--- config.mk ---
export PLATFORM = sky130hd
export DESIGN_NAME = keypad_debouncer_rpt
export DESIGN_NICKNAME = d
export VERILOG_FILES = /design/src/rtl/keypad_debouncer_rpt.sv
export SDC_FILE = /design/constraint.sdc
export NUM_CORES = 1
export LEC_CHECK = 0
export ABC_AREA = 0
export BUFFER_PORTS_ARGS = -buffer_cell sky130_fd_sc_hd__buf_2
export CAP_MARGIN = 25
export CORE_MARGIN = 5
export CORE_UTILIZATION = 46
export DETAILED_ROUTE_END_ITERATION = 8
export PLACE_DENSITY = 0.64
export SETUP_SLACK_MARGIN = 0.02
export SLEW_MARGIN = 0
export SYNTH_ARGS = -nofsm -noshare
export SYNTH_HDL_FRONTEND = slang
export SYNTH_SLANG_ARGS = --single-unit
--- constraint.sdc ---
create_clock -name clk -period 4.7 [get_ports clk]
set_clock_uncertainty 0.2 [all_clocks]
set_input_delay 0.705 -clock clk [delete_from_list [all_inputs] [get_ports clk]]
set_output_delay 0.705 -clock clk [all_outputs]
set_load 0.01 [all_outputs]
--- src/rtl/keypad_debouncer_rpt.sv ---
// keypad_debouncer_rpt: debounces a keypad scanner's key code and key-down flag.
// It emits one-cycle press, release and optional auto-repeat strobes.
//
// Ports:
//   clk            scanner clock
//   reset          synchronous, active-low reset
//   sig_in         raw key code from the scanner
//   key_pressed    raw "a key is down" indication
//   sig_out        last accepted key code (all ones after reset)
//   press_pulse    one-cycle strobe when a press is accepted
//   release_pulse  one-cycle strobe when a release is accepted
//   repeat_pulse   one-cycle auto-repeat strobe (constant 0 when REPEAT_EN = 0)
//   held           high while a key is accepted as down (HELD or DEB_RELEASE)
module keypad_debouncer_rpt #(
  parameter int unsigned WIDTH          = 4,
  parameter int unsigned PRESS_CYCLES   = 1200,
  parameter int unsigned RELEASE_CYCLES = 1200,
  parameter int unsigned REPEAT_EN      = 0,
  parameter int unsigned REPEAT_DELAY   = 24000,
  parameter int unsigned REPEAT_PERIOD  = 4800
) (
  input  logic             clk,
  input  logic             reset,
  input  logic [WIDTH-1:0] sig_in,
  input  logic             key_pressed,
  output logic [WIDTH-1:0] sig_out,
  output logic             press_pulse,
  output logic             release_pulse,
  output logic             repeat_pulse,
  output logic             held
);

  localparam int unsigned DebMax = (PRESS_CYCLES > RELEASE_CYCLES) ? PRESS_CYCLES
                                                                   : RELEASE_CYCLES;
  localparam int unsigned RepMax = (REPEAT_DELAY > REPEAT_PERIOD) ? REPEAT_DELAY
                                                                  : REPEAT_PERIOD;
  localparam int unsigned CntW   = $clog2(DebMax + 1);
  localparam int unsigned RcntW  = $clog2(RepMax + 1);

  localparam logic [CntW-1:0]  PressLast   = CntW'(PRESS_CYCLES - 1);
  localparam logic [CntW-1:0]  ReleaseLast = CntW'(RELEASE_CYCLES - 1);
  localparam logic [RcntW-1:0] DelayLast   = RcntW'(REPEAT_DELAY - 1);
  localparam logic [RcntW-1:0] PeriodLast  = RcntW'(REPEAT_PERIOD - 1);

  typedef enum logic [1:0] {
    StIdle       = 2'd0,
    StDebPress   = 2'd1,
    StHeld       = 2'd2,
    StDebRelease = 2'd3
  } state_e;

  state_e           state;
  logic [CntW-1:0]  cnt;
  logic [RcntW-1:0] rcnt;
  // Set after the first repeat: later repeats use the shorter period.
  logic             rep_period;
  logic [WIDTH-1:0] candidate;

  always_ff @(posedge clk) begin
    if (!reset) begin
      state         <= StIdle;
      cnt           <= '0;
      rcnt          <= '0;
      rep_period    <= 1'b0;
      candidate     <= '1;
      sig_out       <= '1;
      press_pulse   <= 1'b0;
      release_pulse <= 1'b0;
      repeat_pulse  <= 1'b0;
      held          <= 1'b0;
    end else begin
      press_pulse   <= 1'b0;
      release_pulse <= 1'b0;
      repeat_pulse  <= 1'b0;
      case (state)
        StIdle: begin
          held <= 1'b0;
          if (key_pressed) begin
            state     <= StDebPress;
            candidate <= sig_in;
            cnt       <= '0;
          end
        end
        StDebPress: begin
          // Abort has priority over reaching the terminal count.
          if (!key_pressed) begin
            state <= StIdle;
          end else if (sig_in != candidate) begin
            candidate <= sig_in;
            cnt       <= '0;
          end else if (cnt == PressLast) begin
            state       <= StHeld;
            sig_out     <= candidate;
            press_pulse <= 1'b1;
            held        <= 1'b1;
            rcnt        <= '0;
            rep_period  <= 1'b0;
          end else begin
            cnt <= cnt + 1'b1;
          end
        end
        StHeld: begin
          if (!key_pressed) begin
            state <= StDebRelease;
            cnt   <= '0;
          end else if (REPEAT_EN != 0) begin
            if (rcnt == (rep_period ? PeriodLast : DelayLast)) begin
              repeat_pulse <= 1'b1;
              rcnt         <= '0;
              rep_period   <= 1'b1;
            end else begin
              rcnt <= rcnt + 1'b1;
            end
          end
        end
        StDebRelease: begin
          // A bounce back to pressed wins over the terminal count; rcnt is kept.
          if (key_pressed) begin
            state <= StHeld;
          end else if (cnt == ReleaseLast) begin
            state         <= StIdle;
            release_pulse <= 1'b1;
            held          <= 1'b0;
          end else begin
            cnt <= cnt + 1'b1;
          end
        end
        default: begin
          state <= StIdle;
          held  <= 1'b0;
        end
      endcase
    end
  end

endmodule

==> results of run 1 <==
-- cell families after synthesis --
family,count (synthesis)
other,1
AOI/OAI and AO/OA,17
muxes,11
buffers and inverters,11
DFF,24
adders and majority gates,5
and+or+nand+nor,53
xor gates and xnor gates,13
-- per-layer routing --
layer  part of all wire  global-route usage
met4              0.013              0.0545
met5                  0                   0
met1               0.50               0.189
met2               0.46               0.231
met3              0.033              0.0310
-- state kept, by name, indices dropped and copies added, names as in the netlist, named ones only --
name	cells
release_pulse	1
candidate	4
held	1
cnt	11
state	1
sig_out	4
press_pulse	1
-- worst max-delay path by stage --
stage | startpoint | endpoint | slack, ps | cells after the start
2_1_floorplan | key_pressed | cnt[7] | 2570 | 7
3_3_place_gp | key_pressed | cnt[0] | 2290 | 6
3_5_place_dp | key_pressed | cnt[0] | 2210 | 6
4_1_cts | state[0] | cnt[0] | 2280 | 6
5_1_grt | state[0] | cnt[0] | 2030 | 6
6_report | state[0] | cnt[0] | 2260 | 6
-- cell usage in the layout, fill, tap and decap left out, types with 3 or more instances in the layout --
cell type,n
sky130_fd_sc_hd__ha_1,5
sky130_fd_sc_hd__clkbuf_4,3
sky130_fd_sc_hd__nor2_1,15
sky130_fd_sc_hd__nand3_1,3
sky130_fd_sc_hd__mux2i_1,11
sky130_fd_sc_hd__xor2_1,6
sky130_fd_sc_hd__inv_1,3
sky130_fd_sc_hd__dfxtp_1,24
sky130_fd_sc_hd__xnor2_1,7
sky130_fd_sc_hd__buf_2,13
sky130_fd_sc_hd__a21oi_1,4
sky130_fd_sc_hd__nor3_1,3
sky130_fd_sc_hd__nand2_1,16
-- power by group through the flow --
stage | clock network, uW | logic, uW | registers [uW]
2_1_floorplan | 0 | 105 | 234
3_3_place_gp | 0 | 123 | 236
3_5_place_dp | 0 | 127 | 237
4_1_cts | 154 | 127 | 233
5_1_grt | 166 | 145 | 235
6_report | 150 | 127 | 233
-- metrics by stage --
stage / instance area [um2] / std cells / setup WS [ps] / hold slack, ps
after global routing: 1360 / 174 / 2030 / 334
after global placement: 1310 / 170 / 2290 / 251
final: 1360 / 174 / 2260 / 284
after detailed placement: 1310 / 170 / 2210 / 257
after floorplan: 1250 / 135 / 2570 / 270
after CTS: 1360 / 174 / 2280 / 291
-- critical path, stage by stage, from the launching register on --
cell and delay (ps):
sky130_fd_sc_hd__dfxtp_1 440, sky130_fd_sc_hd__ha_1 380, sky130_fd_sc_hd__nor2_1 90, sky130_fd_sc_hd__a21oi_1 720, sky130_fd_sc_hd__nor2_1 220, sky130_fd_sc_hd__xnor2_1 200
sky130_fd_sc_hd__nor2_1 60
-- final cells by class --
cell class,instances,area (um2),share of cell area
Tap cell,30,37.5,0.0276
Clock inverter,1,30.0,0.0221
Timing Repair Buffer,13,65.1,0.0479
Inverter,3,11.3,0.00829
Clock buffer,3,22.5,0.0166
Multi-Input combinational cell,100,711,0.524
Sequential cell,24,480,0.354
==> results.md, run 1 <==
- The flow ran to the end, and the final reports show no timing, DRC or antenna violations.
- A synthesized cell averages 9.23 um2.
- The initial antenna violation count was 0.
- The top fanout value on the critical path is 12.
- In the routed design, unresolved DRC markers number 0.
- Hold repair after CTS inserted 0 buffers.
- The end of the worst register-to-register path is cnt[0].
- The portion of synthesized cell area occupied by the leading cell type is 0.386.
- The combinational share of power is 0.249.
- The startpoint of the most critical hold path is sig_out[3].
- The worst hold path cell count is 2.
- The synthesis-stage register bit count is 24.
- The routed wire length is 2300 um.
- For this run, the leading register cell type out of synthesis is sky130_fd_sc_hd__dfxtp_1.
- The post-detailed-route count of antenna-violating nets is 0.
- The share of the synthesized area in compound gates (AO/OA/AOI/OAI) came to 0.0964.
- For this run, the total global-route usage over all layers was measured as 0.144.
- The DRC marker count from the first detailed-route iteration is 38.
- Timing would allow up to 411 MHz.
- The global route total overflow is 0.
- No sink is reached through more buffers than the 2 on the longest clock path.
- The number of clock buffers inserted by TritonCTS is 3.
- The path with the worst hold slack has its endpoint at sig_out[3].
- The global-route wire length before repair is 4130 um.
- The floorplan die height is 62.1 um.
- Of all flip-flops after synthesis, the portion carrying an async set or reset was 0.
- Ranked by instance count, the synthesized netlist is headed by sky130_fd_sc_hd__dfxtp_1, sky130_fd_sc_hd__nand2_1, sky130_fd_sc_hd__nor2_1, sky130_fd_sc_hd__mux2i_1, sky130_fd_sc_hd__xnor2_1.
- Of the post-synthesis cell area, the part taken by muxes is 0.0884.
- In this run, post-CTS repair resized a total of 0 instances.
- Compared with the post-synthesis result, the final layout area differs by 8.94%.
- The required time of the critical path is 4690 ps.
- The total setup buffers inserted after CTS is 0.
- The share of the synthesized netlist area taken by xor and xnor gates is 0.0914.
- The root buffer cell chosen for the clock tree is sky130_fd_sc_hd__clkbuf_4.
- The critical path class is register to register.
- Yosys printed 0 warnings.
- The number of flops mapped to enable cells by yosys is 0.
- The number of fill cells in the layout is 238.
- The total inserted antenna cells is 0.
- The simple-gate share of the synthesized area is 0.241.
- The final critical path time including I/O delays and setup is 2440 ps.
- The floorplan die area is 0.00385 mm2.
- The dominant combinational cell family by area after synthesis is simple AND/OR/NAND/NOR gates.
- The CTS tree is built.
- The internal power is 354 uW.
- The number of global-route vias before repair is 933.
- The startpoint type of the worst setup path is a register.
- The total power divided by cell area is 376 mW/mm2.
- The sequential cell fraction of total power is 0.456.
- The depth of the CTS H-tree is 1.
- The clock transition at the registers of the reported paths is 140 ps.
- The die width is 62.1 um.
- The sequential area share after synthesis is 0.386.
- The number of nets handed over by synthesis was 147.
- After detailed routing, the average wire length per cell comes to 13.2 um.
- The later pin in the worst-skew pair is clocked with a latency of 320 ps.
- Across the VDD grid, the largest voltage drop is 0.000263 V.
- The worst relative slew slack is 0.406.
- For this configuration, the core starts out at a cell density of 0.490.
- The type of the worst min-delay path is register to register.
- The number of clock sinks seen by CTS is 24.
- Counting cells, the worst reg-to-reg path comes to 6.
- The startpoint identified for the worst register-to-register timing path is state[0].
- Setup violations remaining at the end of the flow were counted as 0.
- At the end of routability-driven placement, the weighted congestion stood at 0.783.
- The clock share of power is 0.294.
- Entering global routing, the biggest net connects 17 pins.
- The number of unique standard cell types used by synthesis is 41.
- The total standard cell area after synthesis is 0.00125 mm2.
- The vias per cell is 5.44.
- For the pin with the worst max-slew slack, the measured transition is 892 ps.
- Of the total power, the share spent switching nets is 0.305.
- The summed negative setup slack over all endpoints is 0 ps.
- The power consumption is 510 uW.
- The instance count of the mapped netlist is 135.
- Setup repair after global routing left no endpoint under its margin.
- Measured on the finished design, the core utilization comes to 0.533.
- The biggest area contributor in the post-synthesis netlist is sky130_fd_sc_hd__dfxtp_1.
- Data arrives at the worst endpoint at 2430 ps.
- The element type at the critical path end is a register.
- The via total after detailed routing is 947.
- The max capacitance violation total is 0.
- The final number of hold-violating endpoints is 0.
- The number of slew-limit violations in the final report is 0.
- The standby leakage power is 0.000551 uW.
- In the post-synthesis netlist, the biggest area contributors are sky130_fd_sc_hd__dfxtp_1, sky130_fd_sc_hd__mux2i_1, sky130_fd_sc_hd__ha_1, sky130_fd_sc_hd__xnor2_1, sky130_fd_sc_hd__nand2_1.
- The reg-to-reg setup timing slack is 2260 ps.
- The post-synthesis share of cell area spent on full adders, half adders and majority gates is 0.0502.
- The switching power is 156 uW.
- For this design the top-level I/O count stands at 15.
- The count of buffers added on input and output ports is 13.
- The first detailed-routing pass ran for 4 iterations.
- The most common cell in the synthesized netlist is sky130_fd_sc_hd__dfxtp_1.
- Of the available clock period, the critical path in the final layout requires 0.518.
- The core region is 0.00254 mm2.
- The share of cells above drive strength 1 is 0.153.
- The number of nets at the end of the flow is 157.
- The floorplan has 18 rows.
- The HPWL after detailed placement is 1680 um.
Note: power is estimated with default switching activity, not from simulation.
==> run 2: changes to the inputs <==
--- a/config.mk
+++ b/config.mk
@@ -5,7 +5,7 @@
 export SDC_FILE = /design/constraint.sdc
 export NUM_CORES = 1
 export LEC_CHECK = 0
-export ABC_AREA = 0
+export ABC_AREA = 1
 export BUFFER_PORTS_ARGS = -buffer_cell sky130_fd_sc_hd__buf_2
 export CAP_MARGIN = 25
 export CORE_MARGIN = 5
==> constraint.sdc (replaced) <==
create_clock -name clk -period 2.3 [get_ports clk]
set_clock_uncertainty 0.2 [all_clocks]
set_input_delay 0.345 -clock clk [delete_from_list [all_inputs] [get_ports clk]]
set_output_delay 0.345 -clock clk [all_outputs]
set_load 0.01 [all_outputs]
==> run 2 against run 1 <==
  * Critical path depth is 4 higher
  * Sequential power rose by 120%
  * Synthesized cell count up 36%
  * Combinational power rose to 4.0 times the previous value
  * Die area increased by 7.6%
  * Total power rose by 140%
  * Count of clock-buffer cells in the layout grew 1
  * Synthesized area rose by 9.0%
  * Clock power grew 45%
  * Utilization decreased by 0.53 points
  * Final cell count is 32% higher
  * Flip-flop and latch count unchanged
  * Largest power group unchanged
==> results.md, run 2 <==
- The synthesis-stage register bit count is 24 (unchanged).
- The number of placed I/O pins is 15 (unchanged).
- The standby leakage power is 0.000621 uW (+13%).
- The fmax is 533 MHz (+30%).
- The data arrival time of the critical path is 1880 ps (-550 ps).
- The worst relative slew slack is 0.607 (+0.201).
- The average wire per cell in the routed design is 11.3 um (-15%).
- The slowest stage of the critical path belongs to the cell sky130_fd_sc_hd__dfxtp_1.
- The largest stage delay on the critical path is 380 ps (-340 ps).
- The signed area change from the synthesized netlist to the final layout is 9.02% (about the same).
- The die width is 64.4 um (+3.7%).
- After synthesis, the cell types taking the most area are sky130_fd_sc_hd__dfxtp_1, sky130_fd_sc_hd__nand2_1, sky130_fd_sc_hd__inv_1, sky130_fd_sc_hd__o211ai_1, sky130_fd_sc_hd__ha_1.
- The global route total overflow came to 0 (unchanged).
- The worst-case clock buffer depth was 2 (unchanged).
- The total inserted antenna cells is 0 (unchanged).
- By count the netlist is led by sky130_fd_sc_hd__nand2_1, sky130_fd_sc_hd__inv_1, sky130_fd_sc_hd__dfxtp_1, sky130_fd_sc_hd__nor2_1.
- For hold timing, the worst endpoint is release_pulse.
- The number of flip-flops under the largest register name is 11 (unchanged).
- The critical path class is register to register.
- The depth of the worst register-to-register path came to 10 (+4).
- The global-route wire length before repair is 4620 um (+12%).
- The instance count of the mapped netlist came to 184 (+36%).
- The portion of synthesized cell area occupied by the leading cell type is 0.354 (-0.0320).
- The routed wire length is 2580 um (+12%).
- The largest area contributor in the synthesized netlist is sky130_fd_sc_hd__dfxtp_1.
- The length of routed met3 wiring is 58 um (-25%).
- The critical path goes through inv_1 -> ha_1 -> nand2_2 -> o21ai_2 -> nor2_4 -> nand2_4 -> nor2_4 -> nand3_2 -> xor2_1 -> nor2_2.
- The vias per cell is 4.93 (-9.5%).
- The path class of the tightest hold or removal check is input port to register.
- The sequential area share after synthesis is 0.354 (-0.0320).
- The HPWL reported at the end of detailed placement is 2060 um (+22%).
- The startpoint type of the worst setup path is a register.
- The largest registers in the layout are cnt x11, candidate x4, sig_out x4.
- The reg-to-reg setup timing slack was 420 ps (-1840 ps).
- The post-detailed-route count of antenna-violating nets came to 0 (unchanged).
- The floorplan die height is 64.4 um (+3.7%).
- The highest ir drop seen on vdd is 0.000448 V (+70%).
- The number of flops mapped to enable cells by yosys is 0 (unchanged).
- Leaving out fill and tap cells, the most frequent cells in the layout are sky130_fd_sc_hd__nand2_1, sky130_fd_sc_hd__inv_1, sky130_fd_sc_hd__dfxtp_1.
- The pin count of the biggest net entering global routing was 14 (-3).
- The detailed-routing wirelength on met1 is 1160 um (+1.8%).
- The Yosys warning count is 0 (unchanged).
- The number of clock sinks seen by CTS is 24 (unchanged).
- The summed negative setup slack over all endpoints is 0 ps (unchanged).
- The DRC marker count from the first detailed-route iteration is 51 (+34%).
- The share of cells above drive strength 1 is 0.197 (+0.0442).
- The flow ran to the end, and the final reports show no timing, DRC or antenna violations.
- Signal routing reaches up to met4.
- In the synthesized netlist the dominant register cell turns out to be sky130_fd_sc_hd__dfxtp_1.
- The startpoint identified for the worst hold timing path is key_pressed.
- The period utilization is 0.816 (+0.297).
- The depth of the CTS H-tree is 1 (unchanged).
- The floorplan die area came to 0.00414 mm2 (+7.6%).
- The number of buffers added to fix hold violations after cts is 0 (unchanged).
- The setup-violating endpoint count in the final report is 0 (unchanged).
- The final number of hold-violating endpoints was 0 (unchanged).
- The total setup buffers inserted after CTS is 0 (unchanged).
- The number of remaining DRC errors came to 0 (unchanged).
- The count of standard-cell rows came to 19 (+1).
- The number of nets in the synthesized netlist is 196 (+33%).
- The worst hold path cell count is 2 (unchanged).
- The measured slew at the worst slew-check pin is 587 ps (-305 ps).
- The number of slew-limit violations in the final report is 0 (unchanged).
- The number of buffers inserted by port buffering is 13 (unchanged).
- cnt holds more flip-flops than any other register.
- The top fanout value on the critical path is 7 (-5).
- The number of fill cells in the layout was 284 (+19%).
- The length of the first detailed-routing pass in iterations is 6 (+2).
- The total standard cell area after synthesis is 0.00136 mm2 (+9.0%).
- TritonCTS built the clock tree.
- Setup repair after global routing left no endpoint under its margin.
- The total power divided by cell area was 832 mW/mm2 (+120%).
- The element type at the critical path end is a register.
- The routability congestion estimate from global placement was 0.782 (about the same).
- The clock latency at the later pin of the worst-skew pair is 300 ps (-20 ps).
- The endpoint identified for the worst register-to-register timing path is cnt[3].
- The mean cell area of the mapped netlist is 7.38 um2 (-20%).
- The post-cts repair resize count is 0 (unchanged).
- The placeable core region is 0.00281 mm2 (+10%).
- The number of unique standard cell types used by synthesis is 33 (-20%).
- The leading cell type by number of instances after synthesis is sky130_fd_sc_hd__nand2_1.
- The max capacitance violation total was 0 (unchanged).
- The starting density of the core was 0.484 (-0.00529).
- The library cell used most frequently in the layout, excluding fill and tap cells, is sky130_fd_sc_hd__nand2_1.
- The via total after detailed routing is 1,128 (+19%).
- The final critical path time including I/O delays and setup is 1880 ps (-560 ps).
- The post-route standard cell area excluding fillers is 0.00148 mm2 (+9.1%).
- The total cell area at the placement stage is 0.00145 mm2 (+11%).
- The root buffer cell is sky130_fd_sc_hd__clkbuf_4.
- The initial antenna violation count is 0 (unchanged).
- The number of global-route vias before repair is 1,114 (+19%).
- The clock transition at the registers of the reported paths came to 130 ps (about the same).
- The number of nets at the end of the flow is 211 (+34%).
- The proportion of register bits with asynchronous set or reset after synthesis is 0 (unchanged).
- The total global routing track utilization is 0.137 (-0.00694).
- The number of clock buffers inserted by TritonCTS is 3 (unchanged).
- The routed length on met2 is 1340 um (+27%).
- By instance count, the cell type seen most on the critical path is sky130_fd_sc_hd__nor2_4.
- The required time of the critical path came to 2310 ps (-2380 ps).
## run 2: changes by cell type in the layout (fill, tap and decap cells not counted), sizes merged, moves of 3 or more
cell    change
nand3      +10
xor2        -3
nand2      +34
o211ai      +8
nor3        +4
mux2i      -11
inv        +25
o21ai       +3
xnor2       -6
nor2        +6
## run 2: kinds of logic (layout without fill, tap and decap cells)
group	count (synthesis)	count (layout)	synth area share
AND/OR/NAND/NOR	95	95	0.351
buffers and inverters	31	45	0.0921
AO/OA/AOI/OAI	24	24	0.129
flip-flops	24	24	0.354
adder cells (fa/ha/maj)	5	5	0.0460
XOR/XNOR	4	4	0.0258
other	1	1	0.00276
## run 2: worst max-delay path: cells and delay by family, from the launching register on
family                   cells  cell delay (ps)
AND/OR/NAND/NOR              6              590
flip-flops                   1              380
adder cells (fa/ha/maj)      1              280
XOR/XNOR                     1              170
buffers and inverters        1               80
AO/OA/AOI/OAI                1               70
## run 2: per-stage QoR
step	total power (uW)	hold WS, ps	instances	utilization	setup WS, ps
2_1_floorplan	925	224	184	-	550
3_3_place_gp	1010	260	225	0.515	440
3_5_place_dp	1030	266	225	0.515	435
4_1_cts	1250	90.5	229	0.528	408
5_1_grt	1350	91.4	229	0.528	224
6_report	1230	102	229	0.528	424
## run 2: per-layer routing
layer / up-vias / GRT usage
met5: - / 0
met2: 12 / 0.256
li1: 613 / -
met3: 2 / 0.0210
met1: 501 / 0.157
met4: 0 / 0.0475
## run 2: worst max-delay path by stage
stage	startpoint	slack (ps)	depth (start not counted)	end
after global placement	register	440	10	cnt[3]
after detailed placement	register	430	10	cnt[3]
after CTS	register	410	10	cnt[3]
after global routing	register	220	8	cnt[6]
after floorplan	register	550	11	cnt[3]
final	register	420	10	cnt[3]
## run 2: area by class of cell
class	count	area, um2	area share
multi-input cells	129	753	0.508
clock buffers	4	36.3	0.0245
inverters	28	108	0.0726
repair buffers	13	65.1	0.0439
flip-flops and latches	24	480	0.324
well taps	31	38.8	0.0262
## run 2: report_power, final
part | leakage (uW) | switching [uW] | total (uW) | internal (uW)
sequential | 0.000195 | 44.3 | 511 | 466
clock | 0.0000210 | 121 | 218 | 96.6
combinational | 0.000405 | 339 | 505 | 166
